[config.mk]
export PLATFORM = sky130hd
export DESIGN_NAME = kernel_floyd_warshall
export DESIGN_NICKNAME = d
export VERILOG_FILES = /design/src/rtl/floyd_pkg.sv /design/src/rtl/fw_minplus.sv /design/src/rtl/kernel_floyd_warshall.sv
export SDC_FILE = /design/constraint.sdc
export NUM_CORES = 1
export LEC_CHECK = 0
export CORE_MARGIN = 3
export CORE_UTILIZATION = 55
export DETAILED_ROUTE_END_ITERATION = 6
export GPL_TIMING_DRIVEN = 0
export HOLD_SLACK_MARGIN = 0.1
export PLACE_DENSITY = 0.88
export SKIP_LAST_GASP = 1
export SLEW_MARGIN = 20
export SYNTH_ARGS = -nofsm -noshare
export SYNTH_HDL_FRONTEND = slang
export SYNTH_SLANG_ARGS = --single-unit
[constraint.sdc]
create_clock -name ap_clk -period 23.7 [get_ports ap_clk]
set_input_delay 7.11 -clock ap_clk [delete_from_list [all_inputs] [get_ports ap_clk]]
set_output_delay 7.11 -clock ap_clk [all_outputs]
set_load 0.1 [all_outputs]
[src/rtl/floyd_pkg.sv]
// ----------------------------------------------------------------------------
// floyd_pkg
//   Shared definitions for the Floyd-Warshall kernel: default matrix geometry,
//   the controller state encoding and the row/column -> word address helper.
//   No ports (package).
// ----------------------------------------------------------------------------
package floyd_pkg;

    localparam int N        = 128;  // matrix dimension, power of two
    localparam int ADDR_WID = 14;   // log2(N*N)
    localparam int DATA_WID = 32;   // signed distance word

    typedef enum logic [2:0] {
        S_IDLE,
        S_RD_IK,
        S_WAIT_IK,
        S_RD,
        S_CMP,
        S_DONE
    } fw_state_e;

    // Word address of element (row,col). N is a power of two, so row*N+col
    // is the concatenation {row,col}; lg_n is log2(N).
    function automatic logic [31:0] idx(input logic [15:0] row,
                                        input logic [15:0] col,
                                        input int          lg_n);
        return (32'(row) << lg_n) | 32'(col);
    endfunction

endpackage

[src/rtl/fw_minplus.sv]
// ----------------------------------------------------------------------------
// fw_minplus
//   Combinational relaxation step of Floyd-Warshall:
//     sum = ik + kj            (two's complement, wraps at DATA_WID bits)
//     min = (ij < sum) ? ij : sum   (signed compare)
// Ports
//   i_ik   [DATA_WID]  distance i->k
//   i_kj   [DATA_WID]  distance k->j
//   i_ij   [DATA_WID]  current distance i->j
//   o_sum  [DATA_WID]  wrapped sum ik+kj
//   o_min  [DATA_WID]  relaxed distance i->j
// ----------------------------------------------------------------------------
module fw_minplus #(
    parameter int DATA_WID = floyd_pkg::DATA_WID
) (
    input  logic [DATA_WID-1:0] i_ik,
    input  logic [DATA_WID-1:0] i_kj,
    input  logic [DATA_WID-1:0] i_ij,
    output logic [DATA_WID-1:0] o_sum,
    output logic [DATA_WID-1:0] o_min
);

    logic [DATA_WID-1:0] w_sum;

    // Deliberately no overflow saturation: the result must match a 32-bit
    // C int loop bit-for-bit, wrapped sums included.
    assign w_sum = i_ik + i_kj;
    assign o_sum = w_sum;

    // Ties select the sum; both operands are equal then, so either is fine.
    assign o_min = ($signed(i_ij) < $signed(w_sum)) ? i_ij : w_sum;

endmodule

[src/rtl/kernel_floyd_warshall.sv]
// ----------------------------------------------------------------------------
// kernel_floyd_warshall
//   In-place all-pairs shortest path over an N x N matrix of signed distances
//   held in external dual-port memory "path":
//     for k, for i, for j: path[i][j] = min(path[i][j], path[i][k]+path[k][j])
//   Started and finished through an ap_ctrl_hs handshake.
//
//   Per (k,i) the controller reads path[i][k] once into r_ik, then for every j
//   spends two cycles: RD issues path[k][j] on port0 and path[i][j] on port1,
//   CMP relaxes and writes path[i][j] back through port0.
//   Cycles per run: N*N*(2+2N) + 2.
//
// Ports
//   ap_clk          in   clock (mod_clk)
//   ap_rst          in   asynchronous active-high reset
//   ap_start        in   start request (level, sampled only in IDLE)
//   ap_done         out  one-cycle pulse when the matrix update is complete
//   ap_idle         out  high while in IDLE
//   ap_ready        out  one-cycle pulse, same cycle as ap_done
//   path_address0   out  port0 word address (row*N+col)
//   path_ce0        out  port0 access enable
//   path_we0        out  port0 write enable (only with ce0)
//   path_d0         out  port0 write data
//   path_q0         in   port0 read data, valid one cycle after the read
//   path_address1   out  port1 word address
//   path_ce1        out  port1 access enable
//   path_we1        out  port1 write enable, always 0 (port1 is read-only)
//   path_d1         out  port1 write data, always 0
//   path_q1         in   port1 read data, valid one cycle after the read
// ----------------------------------------------------------------------------
module kernel_floyd_warshall #(
    parameter int N        = floyd_pkg::N,
    parameter int ADDR_WID = floyd_pkg::ADDR_WID,
    parameter int DATA_WID = floyd_pkg::DATA_WID
) (
    input  logic                ap_clk,
    input  logic                ap_rst,
    input  logic                ap_start,
    output logic                ap_done,
    output logic                ap_idle,
    output logic                ap_ready,
    output logic [ADDR_WID-1:0] path_address0,
    output logic                path_ce0,
    output logic                path_we0,
    output logic [DATA_WID-1:0] path_d0,
    input  logic [DATA_WID-1:0] path_q0,
    output logic [ADDR_WID-1:0] path_address1,
    output logic                path_ce1,
    output logic                path_we1,
    output logic [DATA_WID-1:0] path_d1,
    input  logic [DATA_WID-1:0] path_q1
);

    import floyd_pkg::*;

    localparam int LG_N = $clog2(N);

    // ------------------------------------------------------------------
    // State and loop indices
    // ------------------------------------------------------------------
    fw_state_e           r_state;
    fw_state_e           w_state_nxt;
    logic [LG_N-1:0]     r_k;
    logic [LG_N-1:0]     r_i;
    logic [LG_N-1:0]     r_j;
    logic [DATA_WID-1:0] r_ik;

    logic                w_j_last;
    logic                w_i_last;
    logic                w_k_last;
    logic [DATA_WID-1:0] w_sum;
    logic [DATA_WID-1:0] w_min;
    logic [ADDR_WID-1:0] w_addr_ik;
    logic [ADDR_WID-1:0] w_addr_kj;
    logic [ADDR_WID-1:0] w_addr_ij;

    assign w_j_last = (r_j == LG_N'(N - 1));
    assign w_i_last = (r_i == LG_N'(N - 1));
    assign w_k_last = (r_k == LG_N'(N - 1));

    assign w_addr_ik = ADDR_WID'(idx(16'(r_i), 16'(r_k), LG_N));
    assign w_addr_kj = ADDR_WID'(idx(16'(r_k), 16'(r_j), LG_N));
    assign w_addr_ij = ADDR_WID'(idx(16'(r_i), 16'(r_j), LG_N));

    // ------------------------------------------------------------------
    // Relaxation datapath. In CMP, q0 holds path[k][j] and q1 holds
    // path[i][j], both read during the preceding RD cycle.
    // ------------------------------------------------------------------
    fw_minplus #(
        .DATA_WID (DATA_WID)
    ) u_minplus (
        .i_ik  (r_ik),
        .i_kj  (path_q0),
        .i_ij  (path_q1),
        .o_sum (w_sum),
        .o_min (w_min)
    );

    // ------------------------------------------------------------------
    // State register
    // ------------------------------------------------------------------
    // NOTE: sequential state uses non-blocking (<=) so every register samples
    // pre-edge values regardless of statement or block order.
    always_ff @(posedge ap_clk or posedge ap_rst) begin
        if (ap_rst) begin
            r_state <= S_IDLE;
        end else begin
            r_state <= w_state_nxt;
        end
    end

    // ------------------------------------------------------------------
    // Loop indices and the cached path[i][k]
    // ------------------------------------------------------------------
    always_ff @(posedge ap_clk or posedge ap_rst) begin
        if (ap_rst) begin
            r_k  <= '0;
            r_i  <= '0;
            r_j  <= '0;
            r_ik <= '0;
        end else begin
            case (r_state)
                S_IDLE: begin
                    if (ap_start) begin
                        r_k <= '0;
                        r_i <= '0;
                        r_j <= '0;
                    end
                end
                S_WAIT_IK: begin
                    r_ik <= path_q0;
                end
                S_CMP: begin
                    // Column k of row i is being rewritten; later j in the
                    // same row must see the new path[i][k], as the C loop does.
                    if (r_j == r_k) begin
                        r_ik <= w_min;
                    end
                    // Indices are exactly LG_N bits wide, so the increments
                    // wrap to zero on their own at N-1.
                    r_j <= r_j + 1'b1;
                    if (w_j_last) begin
                        r_i <= r_i + 1'b1;
                        if (w_i_last) begin
                            r_k <= r_k + 1'b1;
                        end
                    end
                end
                default: ;
            endcase
        end
    end

    // ------------------------------------------------------------------
    // Next state, handshake and memory port drive
    // ------------------------------------------------------------------
    // NOTE: every output of this block gets a default first, so no path
    // through the case leaves a signal unassigned (which would infer a latch).
    always_comb begin
        w_state_nxt   = r_state;
        ap_idle       = 1'b0;
        ap_done       = 1'b0;
        ap_ready      = 1'b0;
        path_ce0      = 1'b0;
        path_we0      = 1'b0;
        path_address0 = '0;
        path_d0       = '0;
        path_ce1      = 1'b0;
        path_we1      = 1'b0;
        path_address1 = '0;
        path_d1       = '0;

        case (r_state)
            S_IDLE: begin
                ap_idle = 1'b1;
                if (ap_start) begin
                    w_state_nxt = S_RD_IK;
                end
            end

            S_RD_IK: begin
                path_ce0      = 1'b1;
                path_address0 = w_addr_ik;
                w_state_nxt   = S_WAIT_IK;
            end

            S_WAIT_IK: begin
                w_state_nxt = S_RD;
            end

            S_RD: begin
                path_ce0      = 1'b1;
                path_address0 = w_addr_kj;
                path_ce1      = 1'b1;
                path_address1 = w_addr_ij;
                w_state_nxt   = S_CMP;
            end

            S_CMP: begin
                // Written back unconditionally: one write per (k,i,j) keeps
                // the schedule fixed and independent of the data.
                path_ce0      = 1'b1;
                path_we0      = 1'b1;
                path_address0 = w_addr_ij;
                path_d0       = w_min;
                if (w_j_last && w_i_last && w_k_last) begin
                    w_state_nxt = S_DONE;
                end else if (w_j_last) begin
                    w_state_nxt = S_RD_IK;
                end else begin
                    w_state_nxt = S_RD;
                end
            end

            S_DONE: begin
                ap_done     = 1'b1;
                ap_ready    = 1'b1;
                w_state_nxt = S_IDLE;
            end

            default: begin
                w_state_nxt = S_IDLE;
            end
        endcase
    end

    // The wrapped sum is exposed by the datapath for debug; only the
    // selected minimum is stored.
    logic w_sum_unused;
    assign w_sum_unused = ^w_sum;

endmodule

==> impl_metrics.env <==
export IMPL_drc_errors=0
export IMPL_crit_end="path_d0[29]"
export IMPL_grt_pass1_wl_um=34300
export IMPL_dr_total_vias=7157
export IMPL_syn_inst=858
export IMPL_most_common_layout_cells="clkdlybuf4s50_1, nand2_1, o21ai_0, a21oi_1, ha_1"
export IMPL_postCtsSetupRepairBufs=0
export IMPL_r2r_start="r_ik[0]"
export IMPL_grt_pass1_vias=6752
export IMPL_pin_count=166
export IMPL_core_mm2=0.0116
export IMPL_syn_area_mm2=0.00660
export IMPL_grt_util_all_layers=0.325
export IMPL_fin_crit_sh=0.872
export IMPL_wl_um=21600
export IMPL_finalHoldViolations=0
export IMPL_rsz0062_at_grt="false"
export IMPL_dp_cells=1166
export IMPL_drtPass1Iterations=7
export IMPL_startpoint="path_q0[0]"
export IMPL_cts_sinks=56
export IMPL_async_flop_share=1.00
export IMPL_met2_usage=0.517
export IMPL_clk_latency_ns=0.32
export IMPL_maxCapViolations=0
export IMPL_die_h_um=116
export IMPL_synth_distinct_cells=79
export IMPL_dp_hpwl_um=16600
export IMPL_crit_required_ns=16.59
export IMPL_end_kind="output port"
export IMPL_vias_per_cell=6.10
export IMPL_gp_congestion=1.01
export IMPL_setup_viol=0
export IMPL_grt_max_degree=53
export IMPL_path_max_fanout=8
export IMPL_reg2reg_slack_ns=18.34
export IMPL_layout_commonest_cell="clkdlybuf4s50_1"
export IMPL_wl_per_cell_um=18.4
export IMPL_cts_resized=0
export IMPL_final_nets=1163
export IMPL_synthFlopType="dfrtp_1"
export IMPL_dr_first_iter_drc_count=676
export IMPL_max_clock_freq_ghz=0.0484
export IMPL_status="complete, no violations"
export IMPL_relSlewSlack=0.300
export IMPL_clkTransAtPathRegs_ns=0.08
export IMPL_maxSlewViolCount=0
export IMPL_syn_area_per_cell_um2=7.69
export IMPL_reg2reg_to="r_ik[27]"
export IMPL_yosysWarnings=0
export IMPL_grtUsageMet1=0.426
export IMPL_top_usage_layer="met2"
export IMPL_htreeDepth=2
export IMPL_cp_start_kind="input port"
export IMPL_portBuffers=132
export IMPL_hold_buffers=0
export IMPL_n_antenna_cell=0
export IMPL_fp_row_count=39
export IMPL_fin_worst_skew_ns=0.00604
export IMPL_holdWs_ns=0.496
export IMPL_drive_above_1_share=0.107
export IMPL_cts_tree="done"
export IMPL_hp_class="reg2reg"
export IMPL_final_cells=1174
export IMPL_irDropWorstVdd_mv=0.0889
export IMPL_path_class="in2out"
export IMPL_antenna_found_initial=0
export IMPL_overflow=0
export IMPL_die_w_um=116
export IMPL_ys_seq_area_frac=0.212
export IMPL_area_growth_pct=27.3
export IMPL_min_period_ns=20.68
export IMPL_r2r_cells=18
export IMPL_num_fill_cells=941
export IMPL_tightest_slew_ns=1.05
export IMPL_ant_nets=0
export IMPL_ys_ff_latch=56
export IMPL_dieArea_mm2=0.0133
export IMPL_grt_use_met3=0.0663
export IMPL_cts_root_buf="clkbuf_16"
export IMPL_synth_edf_count=0
export IMPL_power_leakage_uw=0.00385
export IMPL_arrival_ns=13.57
export IMPL_tns_ns=0
export IMPL_initial_core_util=0.571
export IMPL_cts_made_buffers=5
export IMPL_clk_path_buf_depth=2
export IMPL_powerDensity_mw_per_mm2=156
-- synth_stat cells, types with 13 or more instances --
library cell / number / area share
nand2_1: 99 / 0.056
o21ai_0: 83 / 0.063
a21oi_1: 68 / 0.052
ha_1: 65 / 0.12
nor2_1: 57 / 0.032
dfrtp_1: 56 / 0.21
inv_1: 36 / 0.020
buf_4: 35 / 0.040
and3_1: 33 / 0.031
nand3_1: 31 / 0.024
clkbuf_1: 27 / 0.015
xnor2_1: 22 / 0.029
xor2_1: 22 / 0.029
mux2_2: 14 / 0.024
buf_2: 13 / 0.0099
mux2i_1: 13 / 0.020
-- cells by family (layout without fill, tap and decap cells) --
group	Yosys count	in the layout	share of synthesized area
AO/OA/AOI/OAI	256	256	0.247
other	1	33	0.000568
buffers and inverters	121	262	0.0950
adder cells (fa/ha/maj)	66	66	0.126
XOR/XNOR	44	44	0.0584
multiplexers	28	28	0.0459
AND/OR/NAND/NOR	286	286	0.215
flip-flops	56	56	0.212
-- per-layer routing --
| layer | vias up | wire length (um) |
|---|---|---|
| li1 | 3366 | - |
| met1 | 3303 | 8680 |
| met2 | 406 | 9920 |
| met3 | 82 | 2090 |
| met4 | 0 | 894 |
| met5 | - | 0 |
-- sequential cells by signal, indices dropped and copies added, names as in the netlist --
name	cells
r_i	7
r_state	3
r_ik	32
r_j	7
r_k	7
-- report_power, final --
group / internal (uW) / switching [uW]
clock: 40.2 / 42.6
sequential: 129 / 21.4
combinational: 368 / 709
-- stage by stage --
stage                     area [um^2]   util  power [uW]  setup WS [ns]
after global placement           8220  0.711        1180           3.19
after floorplan                  6720      -         952           3.84
after global routing             8400  0.726        1410           2.76
after CTS                        8400  0.726        1290           3.11
after detailed placement         8250  0.713        1200           3.14
final                            8400  0.726        1310           3.02
-- worst min path at each step --
stage	start	to	slack, ns	cells after the start
after detailed placement	r_ik[13]	r_ik[13]	0.48	2
after global placement	r_ik[14]	r_ik[14]	0.47	2
after CTS	r_ik[13]	r_ik[13]	0.50	2
after floorplan	r_ik[13]	r_ik[13]	0.45	2
final	r_ik[10]	r_ik[10]	0.50	2
after global routing	r_ik[10]	r_ik[10]	0.52	2
-- worst max-delay path, cell delays in order --
cell             delay, ns
clkdlybuf4s50_1       0.45
ha_1                  0.27
fa_1                  0.42
a21o_1                0.21
a221o_1               0.37
a32oi_1               0.28
a21oi_1               0.19
a21boi_0              0.37
o31ai_1               0.17
xnor2_1               0.26
ha_1                  0.33
nand4_2               0.17
nor4_4                0.07
a21o_1                0.19
a31oi_2               0.28
a21o_1                0.29
nand2_1               0.25
o31ai_1               0.55
and2_1                0.20
clkdlybuf4s50_1       1.13
-- cell type report --
class | instances | area (um^2) | area share
inverters | 37 | 141 | 0.0168
clock inverters | 3 | 25.0 | 0.00298
flip-flops and latches | 56 | 1400 | 0.167
clock buffers | 5 | 125 | 0.0149
plain buffers | 84 | 488 | 0.0581
well taps | 143 | 179 | 0.0213
repair buffers | 133 | 1350 | 0.161
multi-input cells | 713 | 4690 | 0.558
No activity file was read; power rests on OpenSTA's default activity.
